**config.mk**
```make
export PLATFORM = sky130hd
export DESIGN_NAME = alu_driver_flat
export DESIGN_NICKNAME = d
export VERILOG_FILES = /design/src/rtl/alu_driver_if.sv /design/src/rtl/alu_driver.sv /design/src/flat_wrapper.sv
export SDC_FILE = /design/constraint.sdc
export NUM_CORES = 1
export LEC_CHECK = 0
export ABC_AREA = 1
export BUFFER_PORTS_ARGS = -buffer_cell sky130_fd_sc_hd__buf_2
export CAP_MARGIN = 0
export CELL_PAD_IN_SITES_DETAIL_PLACEMENT = 1
export CELL_PAD_IN_SITES_GLOBAL_PLACEMENT = 1
export CORE_ASPECT_RATIO = 1.4
export CORE_MARGIN = 4
export CORE_UTILIZATION = 39
export CTS_BUF_LIST = sky130_fd_sc_hd__clkbuf_16
export CTS_CLUSTER_SIZE = 8
export DETAILED_ROUTE_END_ITERATION = 12
export MAX_ROUTING_LAYER = met4
export PLACE_DENSITY_LB_ADDON = 0.1
export SKIP_LAST_GASP = 1
export SYNTH_ARGS = -nofsm -noshare
export SYNTH_HDL_FRONTEND = slang
export SYNTH_SLANG_ARGS = --single-unit
```
**constraint.sdc**
```tcl
create_clock -name clk -period 4.52 [get_ports clk]
set_input_delay 0.226 -clock clk [delete_from_list [all_inputs] [get_ports clk]]
set_output_delay 0.226 -clock clk [all_outputs]
set_load 0.01 [all_outputs]
```
**src/rtl/alu_driver_if.sv**
```systemverilog
// Request, ALU and response signal bundle for alu_driver.
// The slave modport is the driver itself; the master modport is its environment.
interface alu_driver_if #(
    parameter int WIDTH = 32
);
    logic             req_valid;
    logic             req_ready;
    logic [3:0]       req_op;
    logic [WIDTH-1:0] req_a;
    logic [WIDTH-1:0] req_b;

    logic [3:0]       alu_ctrl;
    logic [WIDTH-1:0] alu_op1;
    logic [WIDTH-1:0] alu_op2;
    logic [WIDTH-1:0] alu_result;
    logic [3:0]       alu_flags;

    logic             rsp_valid;
    logic             rsp_ready;
    logic [WIDTH-1:0] rsp_result;
    logic [3:0]       rsp_flags;
    logic             rsp_err;

    logic [3:0]       sticky_flags;
    logic             sticky_clr;

    modport slave (
        input  req_valid, req_op, req_a, req_b,
        input  alu_result, alu_flags,
        input  rsp_ready, sticky_clr,
        output req_ready,
        output alu_ctrl, alu_op1, alu_op2,
        output rsp_valid, rsp_result, rsp_flags, rsp_err,
        output sticky_flags
    );

    modport master (
        output req_valid, req_op, req_a, req_b,
        output alu_result, alu_flags,
        output rsp_ready, sticky_clr,
        input  req_ready,
        input  alu_ctrl, alu_op1, alu_op2,
        input  rsp_valid, rsp_result, rsp_flags, rsp_err,
        input  sticky_flags
    );
endinterface

```
**src/rtl/alu_driver.sv**
```systemverilog
// Sequences one operation at a time through an external combinational ALU into a 2-entry response FIFO.
// Define ALU_DRIVER_STICKY_FLAGS_EN to accumulate pushed flags into sticky_flags.
module alu_driver #(
    parameter int WIDTH = 32
) (
    input logic       clk,
    input logic       rst,
    alu_driver_if.slave bus
);
    typedef enum logic [1:0] {IDLE, ISSUE, CAPTURE} state_t;

    localparam logic [3:0] OP_DIV = 4'b0011;
    localparam logic [3:0] OP_MOV = 4'b1000;

    state_t           state_q;
    logic [3:0]       alu_ctrl_q;
    logic [WIDTH-1:0] alu_op1_q;
    logic [WIDTH-1:0] alu_op2_q;
    logic             err_q;

    logic [1:0]       count_q, count_d;
    logic             wr_ptr_q, rd_ptr_q;
    logic [WIDTH-1:0] res_mem_q [2];
    logic [3:0]       flg_mem_q [2];
    logic             err_mem_q [2];

    logic             req_ready;
    logic             rsp_valid;
    logic             accept, push, pop, req_bad;
    logic [WIDTH-1:0] push_result;
    logic [3:0]       push_flags;

    // Count never reaches 2 while an operation is in flight, so push cannot overflow.
    assign req_ready   = (state_q == IDLE) && (count_q < 2'd2) && !rst;
    assign accept      = bus.req_valid && req_ready;
    assign req_bad     = (bus.req_op > OP_MOV) || ((bus.req_op == OP_DIV) && (bus.req_b == '0));
    assign push        = (state_q == CAPTURE);
    assign rsp_valid   = (count_q != 2'd0);
    assign pop         = rsp_valid && bus.rsp_ready;
    assign push_result = err_q ? '0 : bus.alu_result;
    assign push_flags  = err_q ? 4'b0 : bus.alu_flags;

    always_ff @(posedge clk or posedge rst) begin
        if (rst) begin
            state_q    <= IDLE;
            alu_ctrl_q <= 4'b0;
            alu_op1_q  <= '0;
            alu_op2_q  <= '0;
            err_q      <= 1'b0;
        end else begin
            case (state_q)
                IDLE: begin
                    if (accept) begin
                        alu_ctrl_q <= req_bad ? OP_MOV : bus.req_op;
                        alu_op1_q  <= bus.req_a;
                        alu_op2_q  <= bus.req_b;
                        err_q      <= req_bad;
                        state_q    <= ISSUE;
                    end
                end
                ISSUE:   state_q <= CAPTURE;
                CAPTURE: state_q <= IDLE;
                default: state_q <= IDLE;
            endcase
        end
    end

    always_comb begin
        count_d = count_q;
        case ({push, pop})
            2'b10:   count_d = count_q + 2'd1;
            2'b01:   count_d = count_q - 2'd1;
            default: count_d = count_q;
        endcase
    end

    always_ff @(posedge clk or posedge rst) begin
        if (rst) begin
            count_q  <= 2'd0;
            wr_ptr_q <= 1'b0;
            rd_ptr_q <= 1'b0;
        end else begin
            count_q <= count_d;
            if (push) wr_ptr_q <= ~wr_ptr_q;
            if (pop)  rd_ptr_q <= ~rd_ptr_q;
        end
    end

    always_ff @(posedge clk) begin
        if (push) begin
            res_mem_q[wr_ptr_q] <= push_result;
            flg_mem_q[wr_ptr_q] <= push_flags;
            err_mem_q[wr_ptr_q] <= err_q;
        end
    end

    // Storage is not reset; outputs are masked to zero whenever the FIFO is empty.
    assign bus.req_ready  = req_ready;
    assign bus.alu_ctrl   = alu_ctrl_q;
    assign bus.alu_op1    = alu_op1_q;
    assign bus.alu_op2    = alu_op2_q;
    assign bus.rsp_valid  = rsp_valid;
    assign bus.rsp_result = rsp_valid ? res_mem_q[rd_ptr_q] : '0;
    assign bus.rsp_flags  = rsp_valid ? flg_mem_q[rd_ptr_q] : 4'b0;
    assign bus.rsp_err    = rsp_valid ? err_mem_q[rd_ptr_q] : 1'b0;

`ifdef ALU_DRIVER_STICKY_FLAGS_EN
    logic [3:0] sticky_q;

    always_ff @(posedge clk or posedge rst) begin
        if (rst) begin
            sticky_q <= 4'b0;
        end else if (bus.sticky_clr) begin
            sticky_q <= 4'b0;
        end else if (push) begin
            sticky_q <= sticky_q | push_flags;
        end
    end

    assign bus.sticky_flags = sticky_q;
`else
    logic sticky_clr_unused;

    assign sticky_clr_unused = bus.sticky_clr;
    assign bus.sticky_flags  = 4'b0;
`endif
endmodule

```
**src/flat_wrapper.sv**
```systemverilog
// flat-port wrapper written by rule: the top's interface ports become plain ports
module alu_driver_flat 
#(
    parameter int WIDTH = 32
)
  (clk, rst, bus_req_valid, bus_req_op, bus_req_a, bus_req_b, bus_alu_result, bus_alu_flags, bus_rsp_ready, bus_sticky_clr, bus_req_ready, bus_alu_ctrl, bus_alu_op1, bus_alu_op2, bus_rsp_valid, bus_rsp_result, bus_rsp_flags, bus_rsp_err, bus_sticky_flags);
  alu_driver_if #(.WIDTH(WIDTH)) bus_i ();
  input logic clk;
  input logic rst;
  input wire logic [$bits(bus_i.req_valid)-1:0] bus_req_valid;
  input wire logic [$bits(bus_i.req_op)-1:0] bus_req_op;
  input wire logic [$bits(bus_i.req_a)-1:0] bus_req_a;
  input wire logic [$bits(bus_i.req_b)-1:0] bus_req_b;
  input wire logic [$bits(bus_i.alu_result)-1:0] bus_alu_result;
  input wire logic [$bits(bus_i.alu_flags)-1:0] bus_alu_flags;
  input wire logic [$bits(bus_i.rsp_ready)-1:0] bus_rsp_ready;
  input wire logic [$bits(bus_i.sticky_clr)-1:0] bus_sticky_clr;
  output wire logic [$bits(bus_i.req_ready)-1:0] bus_req_ready;
  output wire logic [$bits(bus_i.alu_ctrl)-1:0] bus_alu_ctrl;
  output wire logic [$bits(bus_i.alu_op1)-1:0] bus_alu_op1;
  output wire logic [$bits(bus_i.alu_op2)-1:0] bus_alu_op2;
  output wire logic [$bits(bus_i.rsp_valid)-1:0] bus_rsp_valid;
  output wire logic [$bits(bus_i.rsp_result)-1:0] bus_rsp_result;
  output wire logic [$bits(bus_i.rsp_flags)-1:0] bus_rsp_flags;
  output wire logic [$bits(bus_i.rsp_err)-1:0] bus_rsp_err;
  output wire logic [$bits(bus_i.sticky_flags)-1:0] bus_sticky_flags;
  assign bus_i.req_valid = bus_req_valid;
  assign bus_i.req_op = bus_req_op;
  assign bus_i.req_a = bus_req_a;
  assign bus_i.req_b = bus_req_b;
  assign bus_i.alu_result = bus_alu_result;
  assign bus_i.alu_flags = bus_alu_flags;
  assign bus_i.rsp_ready = bus_rsp_ready;
  assign bus_i.sticky_clr = bus_sticky_clr;
  assign bus_req_ready = bus_i.req_ready;
  assign bus_alu_ctrl = bus_i.alu_ctrl;
  assign bus_alu_op1 = bus_i.alu_op1;
  assign bus_alu_op2 = bus_i.alu_op2;
  assign bus_rsp_valid = bus_i.rsp_valid;
  assign bus_rsp_result = bus_i.rsp_result;
  assign bus_rsp_flags = bus_i.rsp_flags;
  assign bus_rsp_err = bus_i.rsp_err;
  assign bus_sticky_flags = bus_i.sticky_flags;
  alu_driver #(.WIDTH(WIDTH)) u_core (.clk(clk), .rst(rst), .bus(bus_i));
endmodule
```
==> results of run 1 <==
synth_stat cells:
| library cell | count |
|---|---|
| sky130_fd_sc_hd__inv_1 | 57 |
| sky130_fd_sc_hd__o21ai_0 | 8 |
| sky130_fd_sc_hd__buf_2 | 11 |
| sky130_fd_sc_hd__xnor2_1 | 2 |
| sky130_fd_sc_hd__buf_6 | 2 |
| sky130_fd_sc_hd__o21bai_1 | 1 |
| sky130_fd_sc_hd__buf_4 | 4 |
| sky130_fd_sc_hd__nor2_4 | 1 |
| sky130_fd_sc_hd__ha_1 | 1 |
| sky130_fd_sc_hd__nor2_1 | 64 |
| sky130_fd_sc_hd__conb_1 | 1 |
| sky130_fd_sc_hd__nand2_1 | 273 |
| sky130_fd_sc_hd__nand2_2 | 1 |
| sky130_fd_sc_hd__dfrtp_1 | 75 |
| sky130_fd_sc_hd__edfxtp_1 | 74 |
| sky130_fd_sc_hd__nand3_1 | 7 |
| sky130_fd_sc_hd__a21boi_0 | 1 |
| sky130_fd_sc_hd__inv_2 | 2 |
| sky130_fd_sc_hd__a21oi_1 | 38 |
| sky130_fd_sc_hd__xor2_1 | 2 |
| sky130_fd_sc_hd__a31oi_1 | 1 |
| sky130_fd_sc_hd__clkbuf_1 | 16 |
power groups by stage:
stage	clock (W)	sequential, W	combinational [W]
3_5_place_dp	0	0.00206	0.00183
2_1_floorplan	0	0.00219	0.000883
4_1_cts	0.00137	0.00204	0.00186
6_report	0.00133	0.00204	0.00181
5_1_grt	0.00143	0.00209	0.00204
3_3_place_gp	0	0.00204	0.00176
cells in the final DEF (no fill, tap or decap):
cell type,count
sky130_fd_sc_hd__a21boi_0,1
sky130_fd_sc_hd__nor2_1,61
sky130_fd_sc_hd__nand2_2,1
sky130_fd_sc_hd__clkbuf_16,17
sky130_fd_sc_hd__xnor2_1,2
sky130_fd_sc_hd__clkinvlp_4,3
sky130_fd_sc_hd__buf_2,214
sky130_fd_sc_hd__o21ai_0,8
sky130_fd_sc_hd__ha_1,1
sky130_fd_sc_hd__buf_4,5
sky130_fd_sc_hd__clkinv_1,2
sky130_fd_sc_hd__nand2_1,273
sky130_fd_sc_hd__inv_2,3
sky130_fd_sc_hd__clkinv_2,1
sky130_fd_sc_hd__nor2_2,1
sky130_fd_sc_hd__conb_1,4
sky130_fd_sc_hd__edfxtp_1,74
sky130_fd_sc_hd__nor2_4,3
sky130_fd_sc_hd__dfrtp_1,75
sky130_fd_sc_hd__inv_6,4
sky130_fd_sc_hd__a31oi_1,1
sky130_fd_sc_hd__inv_1,57
sky130_fd_sc_hd__bufinv_16,1
sky130_fd_sc_hd__a21oi_1,38
sky130_fd_sc_hd__clkinv_4,3
sky130_fd_sc_hd__dlygate4sd3_1,23
sky130_fd_sc_hd__nand3_1,7
sky130_fd_sc_hd__xor2_1,2
sky130_fd_sc_hd__o21bai_1,1
flip-flops by register name, summed over array words and instances, names as in the netlist:
register / cells
u_core.wr_ptr_q: 1
u_core.rd_ptr_q: 1
u_core.flg_mem_q: 8
u_core.count_q: 2
u_core.bus.alu_op2: 32
u_core.err_q: 1
u_core.bus.alu_ctrl: 4
u_core.state_q: 2
u_core.res_mem_q: 64
u_core.err_mem_q: 2
u_core.bus.alu_op1: 32
what timing repair did:
item | in CTS | in global routing
gates resized for setup | 0 | 0
endpoints found under the setup margin | 0 | 0
buffers inserted | 0 | 0
hold buffers | 22 | 1
endpoints found under the hold margin | 22 | 1
tightest hold or removal path: stages:
cell and delay [ns]:
sky130_fd_sc_hd__buf_2 0.09, sky130_fd_sc_hd__nand2_1 0.05, sky130_fd_sc_hd__nand2_1 0.04
cell type report:
cell class	count	area share [%]
clock buffer	17	5.25
sequential	149	50.6
inverter	59	2.73
tap	192	2.96
multi-input combinational	404	20.3
clock inverter	15	1.61
timing repair buffer	242	16.5
per-stage QoR:
| stage | worst slack (ns) | cells | utilization, % |
|---|---|---|---|
| 3_5_place_dp | 2.56 | 1023 | 48.2 |
| 2_1_floorplan | 1.63 | 645 | - |
| 6_report | 2.49 | 1078 | 53.4 |
| 5_1_grt | 2.32 | 1078 | 53.4 |
| 3_3_place_gp | 2.60 | 1023 | 48.2 |
| 4_1_cts | 2.41 | 1077 | 53.3 |
worst paths after layout:
kind	cells after the start	end	startpoint
worst max-delay path	4	bus_rsp_result[27]	u_core.rd_ptr_q$_DFFE_PP0N_
worst min-delay path	3	u_core.bus.alu_op2[0]$_DFFE_PP0P_	bus_req_b[0]
worst max register to register	7	u_core.count_q[1]$_DFFE_PP0P_	u_core.count_q[1]$_DFFE_PP0P_
worst min register to register	1	u_core.state_q[1]$_DFFE_PP0P_	u_core.state_q[1]$_DFFE_PP0P_
max in group asynchronous	3	u_core.err_q$_DFFE_PP0P_	rst
min in group asynchronous	3	u_core.bus.alu_op1[4]$_DFFE_PP0P_	rst
routing by layer:
metal / global-route usage (%) / vias up
li1: - / 2449
met1: 21.3 / 2415
met2: 36.5 / 151
met3: 6.71 / 21
met4: 6.17 / 0
met5: - / -
cell families after synthesis:
group	count (synthesis)
flip-flops	149
AND/OR/NAND/NOR	346
XOR/XNOR	4
adder cells (fa/ha/maj)	1
buffers and inverters	92
other	1
AO/OA/AOI/OAI	49
==> run_summary.xml, run 1 <==
<?xml version="1.0" encoding="UTF-8"?>
<metrics>
  <group name="sta">
    <metric name="count_of_final_max_slew_check_failures" unit="">0</metric>
    <metric name="worst_slew_pin_slew" unit="ns">1.13</metric>
    <metric name="rsz0062_at_grt" unit="">false</metric>
    <metric name="finalCritPeriodShare" unit="%">45.0</metric>
    <metric name="fmax" unit="MHz">491</metric>
    <metric name="hold_ws" unit="ns">0.0223</metric>
    <metric name="skew" unit="ns">0.0120</metric>
    <metric name="finalSetupTns" unit="ns">0</metric>
    <metric name="final-hold-violation-count" unit="">0</metric>
    <metric name="final.min_clock_period" unit="ns">2.03</metric>
    <metric name="setup_viol_count_final" unit="">0</metric>
    <metric name="max_slew_margin" unit="%">24.5</metric>
  </group>
  <group name="placed_design">
    <metric name="port_buffers" unit="">214</metric>
    <metric name="place.detailed.hpwl" unit="µm">11200</metric>
    <metric name="detailed_place.area" unit="µm²">7320</metric>
    <metric name="place_congestion" unit="">0.764</metric>
  </group>
  <group name="power">
    <metric name="fraction_of_power_consumed_by_combinational_cells" unit="%">34.9</metric>
    <metric name="switching_share" unit="%">36.9</metric>
    <metric name="power.share.sequential" unit="%">39.4</metric>
    <metric name="intPower" unit="W">0.00327</metric>
    <metric name="leakage" unit="nW">4.17</metric>
    <metric name="total_power" unit="W">0.00518</metric>
    <metric name="clockPowerShare" unit="%">25.7</metric>
    <metric name="vdd_drop_max" unit="V">0.000312</metric>
    <metric name="switching_component_of_the_power" unit="W">0.00191</metric>
    <metric name="power_density" unit="nW/µm²">640</metric>
  </group>
  <group name="yosys">
    <metric name="synth_largest_area_cell" unit="">sky130_fd_sc_hd__edfxtp_1</metric>
    <metric name="synth-compound-area-share" unit="%">4.12</metric>
    <metric name="dominant_combinational_cell_family_by_area_after_synthesis" unit="">simple AND/OR/NAND/NOR gates</metric>
    <metric name="post_synth_main_area_contributors" unit="">sky130_fd_sc_hd__edfxtp_1 (36%), sky130_fd_sc_hd__dfrtp_1 (31%), sky130_fd_sc_hd__nand2_1 (17%)</metric>
    <metric name="yosys.area_share.xor_xnor" unit="%">0.574</metric>
    <metric name="synth.yosys.warnings" unit="">0</metric>
    <metric name="post_synth_fa_ha_maj_area_fraction" unit="%">0.205</metric>
    <metric name="netlist.area_leader.share" unit="%">36.4</metric>
    <metric name="synthesis.area" unit="µm²">6110</metric>
    <metric name="synth_cell_type_count" unit="">22</metric>
    <metric name="post_synth_and_or_nand_nor_area_fraction" unit="%">21.6</metric>
    <metric name="synthesis.area_per_instance" unit="µm²">9.51</metric>
    <metric name="synth-seq-cells" unit="">149</metric>
    <metric name="gate_count_after_technology_mapping" unit="">642</metric>
    <metric name="synth_sequential_area_ratio" unit="%">67.1</metric>
    <metric name="synth_mux_area_share" unit="%">0</metric>
  </group>
  <group name="cells_and_area">
    <metric name="multiInputGateArea" unit="µm²">1650</metric>
    <metric name="syn_to_final_growth" unit="%">32.7</metric>
    <metric name="area.sequential" unit="µm²">4100</metric>
    <metric name="drive_gt1_share" unit="%">28.9</metric>
    <metric name="design.final.nets" unit="">983</metric>
    <metric name="finalInstanceArea" unit="µm²">8100</metric>
    <metric name="diodes" unit="">0</metric>
    <metric name="fill_cells" unit="">1809</metric>
  </group>
  <group name="worst_setup_path">
    <metric name="critPathSlowestCell" unit="">sky130_fd_sc_hd__inv_2</metric>
    <metric name="path_delay_family" unit="">buffers and inverters</metric>
    <metric name="worstSetupStartpointType" unit="">flop</metric>
    <metric name="path_max_fanout" unit="">37</metric>
    <metric name="critical_path_start_end_classification" unit="">reg -&gt; out</metric>
    <metric name="arrival" unit="ns">1.81</metric>
    <metric name="required_time_at_the_endpoint_of_the_critical_path" unit="ns">4.29</metric>
    <metric name="reg2reg_setup_slack" unit="ns">2.57</metric>
    <metric name="ordered_cell_list_for_the_critical_path" unit="">inv_2 -&gt; nand2_1 -&gt; a21oi_1 -&gt; buf_2</metric>
    <metric name="critical-path-max-stage-delay" unit="ns">0.50</metric>
    <metric name="setup.worst_path.end_class" unit="">output pin</metric>
    <metric name="cp_num_buf_inv" unit="">2</metric>
  </group>
  <group name="floorplan">
    <metric name="dieArea" unit="µm²">17800</metric>
    <metric name="io-pin-count" unit="">220</metric>
    <metric name="starting_density" unit="%">40.2</metric>
    <metric name="core_area" unit="µm²">15200</metric>
    <metric name="die_w" unit="µm">114</metric>
    <metric name="die_height" unit="µm">156</metric>
    <metric name="fp-row-count" unit="">53</metric>
  </group>
  <group name="outcome">
    <metric name="run_status" unit="">finished, final reports clean</metric>
  </group>
  <group name="route">
    <metric name="wl_met1" unit="µm">6200</metric>
    <metric name="vias_per_cell" unit="">4.67</metric>
    <metric name="maxUsedRoutingLayer" unit="">met4</metric>
    <metric name="dr_total_vias" unit="">5036</metric>
    <metric name="drt_drc_violations_left" unit="">0</metric>
    <metric name="met3_length" unit="µm">1210</metric>
    <metric name="drt-pass1-iter-count" unit="">4</metric>
    <metric name="wire_length_reported_by_the_detailed_router" unit="µm">16800</metric>
    <metric name="drtAntennaViolNets" unit="">0</metric>
    <metric name="route.met2.wl" unit="µm">9130</metric>
    <metric name="routedWlPerCell" unit="µm">15.6</metric>
    <metric name="first_iter_violations" unit="">151</metric>
  </group>
  <group name="clocking">
    <metric name="clkTransAtPathRegs" unit="ns">0.06</metric>
    <metric name="cts_max_path_buffers" unit="">2</metric>
    <metric name="clk_latency" unit="ns">0.42</metric>
    <metric name="cts_sink_cnt" unit="">149</metric>
    <metric name="htree_num_levels" unit="">4</metric>
    <metric name="ctsRootBufferMaster" unit="">sky130_fd_sc_hd__clkbuf_16</metric>
    <metric name="tritoncts.num_buffers" unit="">17</metric>
    <metric name="cts_tree" unit="">yes</metric>
  </group>
  <group name="grt">
    <metric name="remaining_global_route_overflow" unit="">0</metric>
    <metric name="antenna_found_initial" unit="">0</metric>
    <metric name="globalRouteTotalUtil" unit="%">20.4</metric>
    <metric name="grt_first_pass_wirelength" unit="µm">27400</metric>
    <metric name="grt_pass1_vias" unit="">5650</metric>
    <metric name="grt_max_degree" unit="">81</metric>
  </group>
  <group name="worst_hold_path">
    <metric name="worstHoldPathType" unit="">in -&gt; reg</metric>
  </group>
  <group name="flow_run">
    <metric name="cap_violations" unit="">0</metric>
  </group>
</metrics>
Note: power is estimated with default switching activity, not from simulation.
==> run 2: changes to the inputs <==
CORE_UTILIZATION = 33   (was 39)
clock period = 1.75 ns   (was 4.52 ns; I/O delays follow)
==> run_summary.xml, run 2 (same netlist as run 1, synthesis figures left out) <==
<?xml version="1.0" encoding="UTF-8"?>
<metrics>
  <group name="clocking">
    <metric name="clkTransAtPathRegs" unit="ns">0.06</metric>
    <metric name="ctsRootBufferMaster" unit="">sky130_fd_sc_hd__clkbuf_16</metric>
    <metric name="clk_latency" unit="ns">0.43</metric>
    <metric name="tritoncts.num_buffers" unit="">17</metric>
    <metric name="cts_sink_cnt" unit="">149</metric>
    <metric name="cts_max_path_buffers" unit="">2</metric>
    <metric name="cts_tree" unit="">yes</metric>
    <metric name="htree_num_levels" unit="">4</metric>
  </group>
  <group name="power">
    <metric name="power.share.sequential" unit="%">38.0</metric>
    <metric name="switching_component_of_the_power" unit="W">0.00516</metric>
    <metric name="intPower" unit="W">0.00888</metric>
    <metric name="power_density" unit="nW/µm²">1550</metric>
    <metric name="leakage" unit="nW">4.54</metric>
    <metric name="switching_share" unit="%">36.7</metric>
    <metric name="clockPowerShare" unit="%">25.1</metric>
    <metric name="total_power" unit="W">0.0140</metric>
    <metric name="fraction_of_power_consumed_by_combinational_cells" unit="%">36.9</metric>
    <metric name="vdd_drop_max" unit="V">0.000728</metric>
  </group>
  <group name="grt">
    <metric name="remaining_global_route_overflow" unit="">0</metric>
    <metric name="grt_pass1_vias" unit="">6022</metric>
    <metric name="grt_max_degree" unit="">76</metric>
    <metric name="globalRouteTotalUtil" unit="%">18.9</metric>
    <metric name="antenna_found_initial" unit="">0</metric>
    <metric name="grt_first_pass_wirelength" unit="µm">29600</metric>
  </group>
  <group name="sta">
    <metric name="skew" unit="ns">0.0136</metric>
    <metric name="count_of_final_max_slew_check_failures" unit="">0</metric>
    <metric name="fmax" unit="MHz">600</metric>
    <metric name="finalCritPeriodShare" unit="%">95.2</metric>
    <metric name="max_slew_margin" unit="%">34.4</metric>
    <metric name="worst_slew_pin_slew" unit="ns">0.983</metric>
    <metric name="setup_viol_count_final" unit="">0</metric>
    <metric name="rsz0062_at_grt" unit="">true</metric>
    <metric name="final.min_clock_period" unit="ns">1.67</metric>
    <metric name="final-hold-violation-count" unit="">0</metric>
  </group>
  <group name="worst_hold_path">
    <metric name="whs_path_depth" unit="">3</metric>
    <metric name="timing.hold.worst_endpoint" unit="">u_core.res_mem_q[1][9]$_DFFE_PP_</metric>
    <metric name="worstHoldPathType" unit="">in -&gt; reg</metric>
    <metric name="min_from" unit="">bus_alu_result[9]</metric>
  </group>
  <group name="worst_setup_path">
    <metric name="rr_endpoint" unit="">u_core.bus.alu_ctrl[2]$_DFFE_PP0P_</metric>
    <metric name="setup.worst_path.end_class" unit="">output pin</metric>
    <metric name="worstSetupStartpointType" unit="">flop</metric>
    <metric name="arrival" unit="ns">1.58</metric>
    <metric name="critical_path_start_end_classification" unit="">reg -&gt; out</metric>
    <metric name="reg2reg_path_depth" unit="">6</metric>
    <metric name="reg2reg_setup_slack" unit="ns">0.21</metric>
    <metric name="path_max_fanout" unit="">19</metric>
    <metric name="crit-reg2reg-launch" unit="">u_core.count_q[1]$_DFFE_PP0P_</metric>
    <metric name="required_time_at_the_endpoint_of_the_critical_path" unit="ns">1.66</metric>
  </group>
  <group name="placed_design">
    <metric name="place.detailed.hpwl" unit="µm">11900</metric>
    <metric name="detailed_place.area" unit="µm²">7540</metric>
    <metric name="place_congestion" unit="">0.758</metric>
    <metric name="port_buffers" unit="">214</metric>
  </group>
  <group name="floorplan">
    <metric name="die_w" unit="µm">123</metric>
    <metric name="die_height" unit="µm">169</metric>
    <metric name="core_area" unit="µm²">18100</metric>
    <metric name="io-pin-count" unit="">220</metric>
    <metric name="fp-row-count" unit="">58</metric>
    <metric name="starting_density" unit="%">33.8</metric>
    <metric name="dieArea" unit="µm²">20800</metric>
  </group>
  <group name="cells_and_area">
    <metric name="final_common_cell" unit="">sky130_fd_sc_hd__nand2_1</metric>
    <metric name="registers.top_by_ff_count" unit="">u_core.res_mem_q</metric>
    <metric name="layout.cells.most_common_list" unit="">sky130_fd_sc_hd__nand2_1 (272), sky130_fd_sc_hd__buf_2 (214), sky130_fd_sc_hd__dlygate4sd3_1 (89)</metric>
    <metric name="diodes" unit="">0</metric>
    <metric name="largest_register_ff_count" unit="">64</metric>
    <metric name="drive_gt1_share" unit="%">28.2</metric>
    <metric name="syn_to_final_growth" unit="%">48.5</metric>
    <metric name="design.final.nets" unit="">1060</metric>
    <metric name="finalInstanceArea" unit="µm²">9070</metric>
  </group>
  <group name="outcome">
    <metric name="run_status" unit="">finished, final reports clean</metric>
  </group>
  <group name="route">
    <metric name="first_iter_violations" unit="">232</metric>
    <metric name="drt-pass1-iter-count" unit="">4</metric>
    <metric name="routedWlPerCell" unit="µm">15.5</metric>
    <metric name="vias_per_cell" unit="">4.48</metric>
    <metric name="drt_drc_violations_left" unit="">0</metric>
    <metric name="wire_length_reported_by_the_detailed_router" unit="µm">18700</metric>
    <metric name="dr_total_vias" unit="">5386</metric>
    <metric name="drtAntennaViolNets" unit="">0</metric>
  </group>
  <group name="flow_run">
    <metric name="cap_violations" unit="">0</metric>
  </group>
</metrics>
-- run 2: worst max-delay path by stage --
stage | slack [ns] | cells past startpoint | start | end
CTS | 0.02 | 4 | u_core.count_q[1]$_DFFE_PP0P_ | bus_rsp_result[26]
floorplan | -0.32 | 9 | rst | u_core.bus.alu_op1[10]$_DFFE_PP0P_
global route | -0.02 | 4 | u_core.rd_ptr_q$_DFFE_PP0N_ | bus_rsp_result[30]
finish | 0.08 | 4 | u_core.rd_ptr_q$_DFFE_PP0N_ | bus_rsp_result[26]
detailed placement | 0.21 | 5 | u_core.count_q[1]$_DFFE_PP0P_ | u_core.bus.alu_ctrl[3]$_DFFE_PP0P_
global placement | 0.26 | 7 | u_core.state_q[1]$_DFFE_PP0P_ | u_core.bus.alu_ctrl[3]$_DFFE_PP0P_
-- run 2: per-layer routing --
metal | share of wire, % | global-route usage [%] | vias to the layer above
met5 | 0 | - | -
met1 | 38 | 20.0 | 2590
met3 | 6.0 | 5.18 | 23
met2 | 54 | 34.1 | 165
met4 | 1.3 | 5.25 | 0
li1 | - | - | 2608
-- run 2: metrics by stage --
stage / std cells / setup slack [ns] / hold WS, ns / TNS [ns] / utilization [%]
2_1_floorplan: 645 / -0.317 / 0.193 / -19.76 / -
3_3_place_gp: 1079 / 0.262 / 0.283 / 0 / 41.8
3_5_place_dp: 1079 / 0.208 / 0.291 / 0 / 41.8
4_1_cts: 1200 / 0.0186 / 0.000239 / 0 / 49.9
5_1_grt: 1203 / -0.0154 / 0.00343 / -0.0154 / 50.2
6_report: 1203 / 0.0845 / 0.0111 / 0 / 50.2
-- run 2: repair_timing --
item	CTS	global route
hold buffers	89	0
gates cloned	0	1
gates resized for setup	3	6
endpoints found under the setup margin	38	17
setup buffers	0	2
endpoints found under the hold margin	112	0
pin swaps	0	0
-- run 2: cell type report --
type / count / area (µm²)
Timing Repair Buffer: 319 / 2200
Clock inverter: 15 / 144
Clock buffer: 17 / 425
Fill cell: 2091 / 9000
Inverter: 59 / 235
Multi-Input combinational cell: 404 / 1670
Sequential cell: 149 / 4100
Tap cell: 240 / 300
-- run 2: power groups by stage --
stage	Clock (W)	Sequential (W)	Combinational (W)
floorplan	0	0.00565	0.00230
global placement	0	0.00531	0.00482
detailed placement	0	0.00535	0.00496
CTS	0.00363	0.00531	0.00515
global route	0.00380	0.00546	0.00578
finish	0.00353	0.00534	0.00518
-- run 2: worst max-delay path, stage by stage (launching register included) --
cell and delay (ns):
sky130_fd_sc_hd__dfrtp_2 0.49, sky130_fd_sc_hd__buf_12 0.19, sky130_fd_sc_hd__nand2_1 0.06, sky130_fd_sc_hd__a21oi_1 0.23, sky130_fd_sc_hd__buf_2 0.18
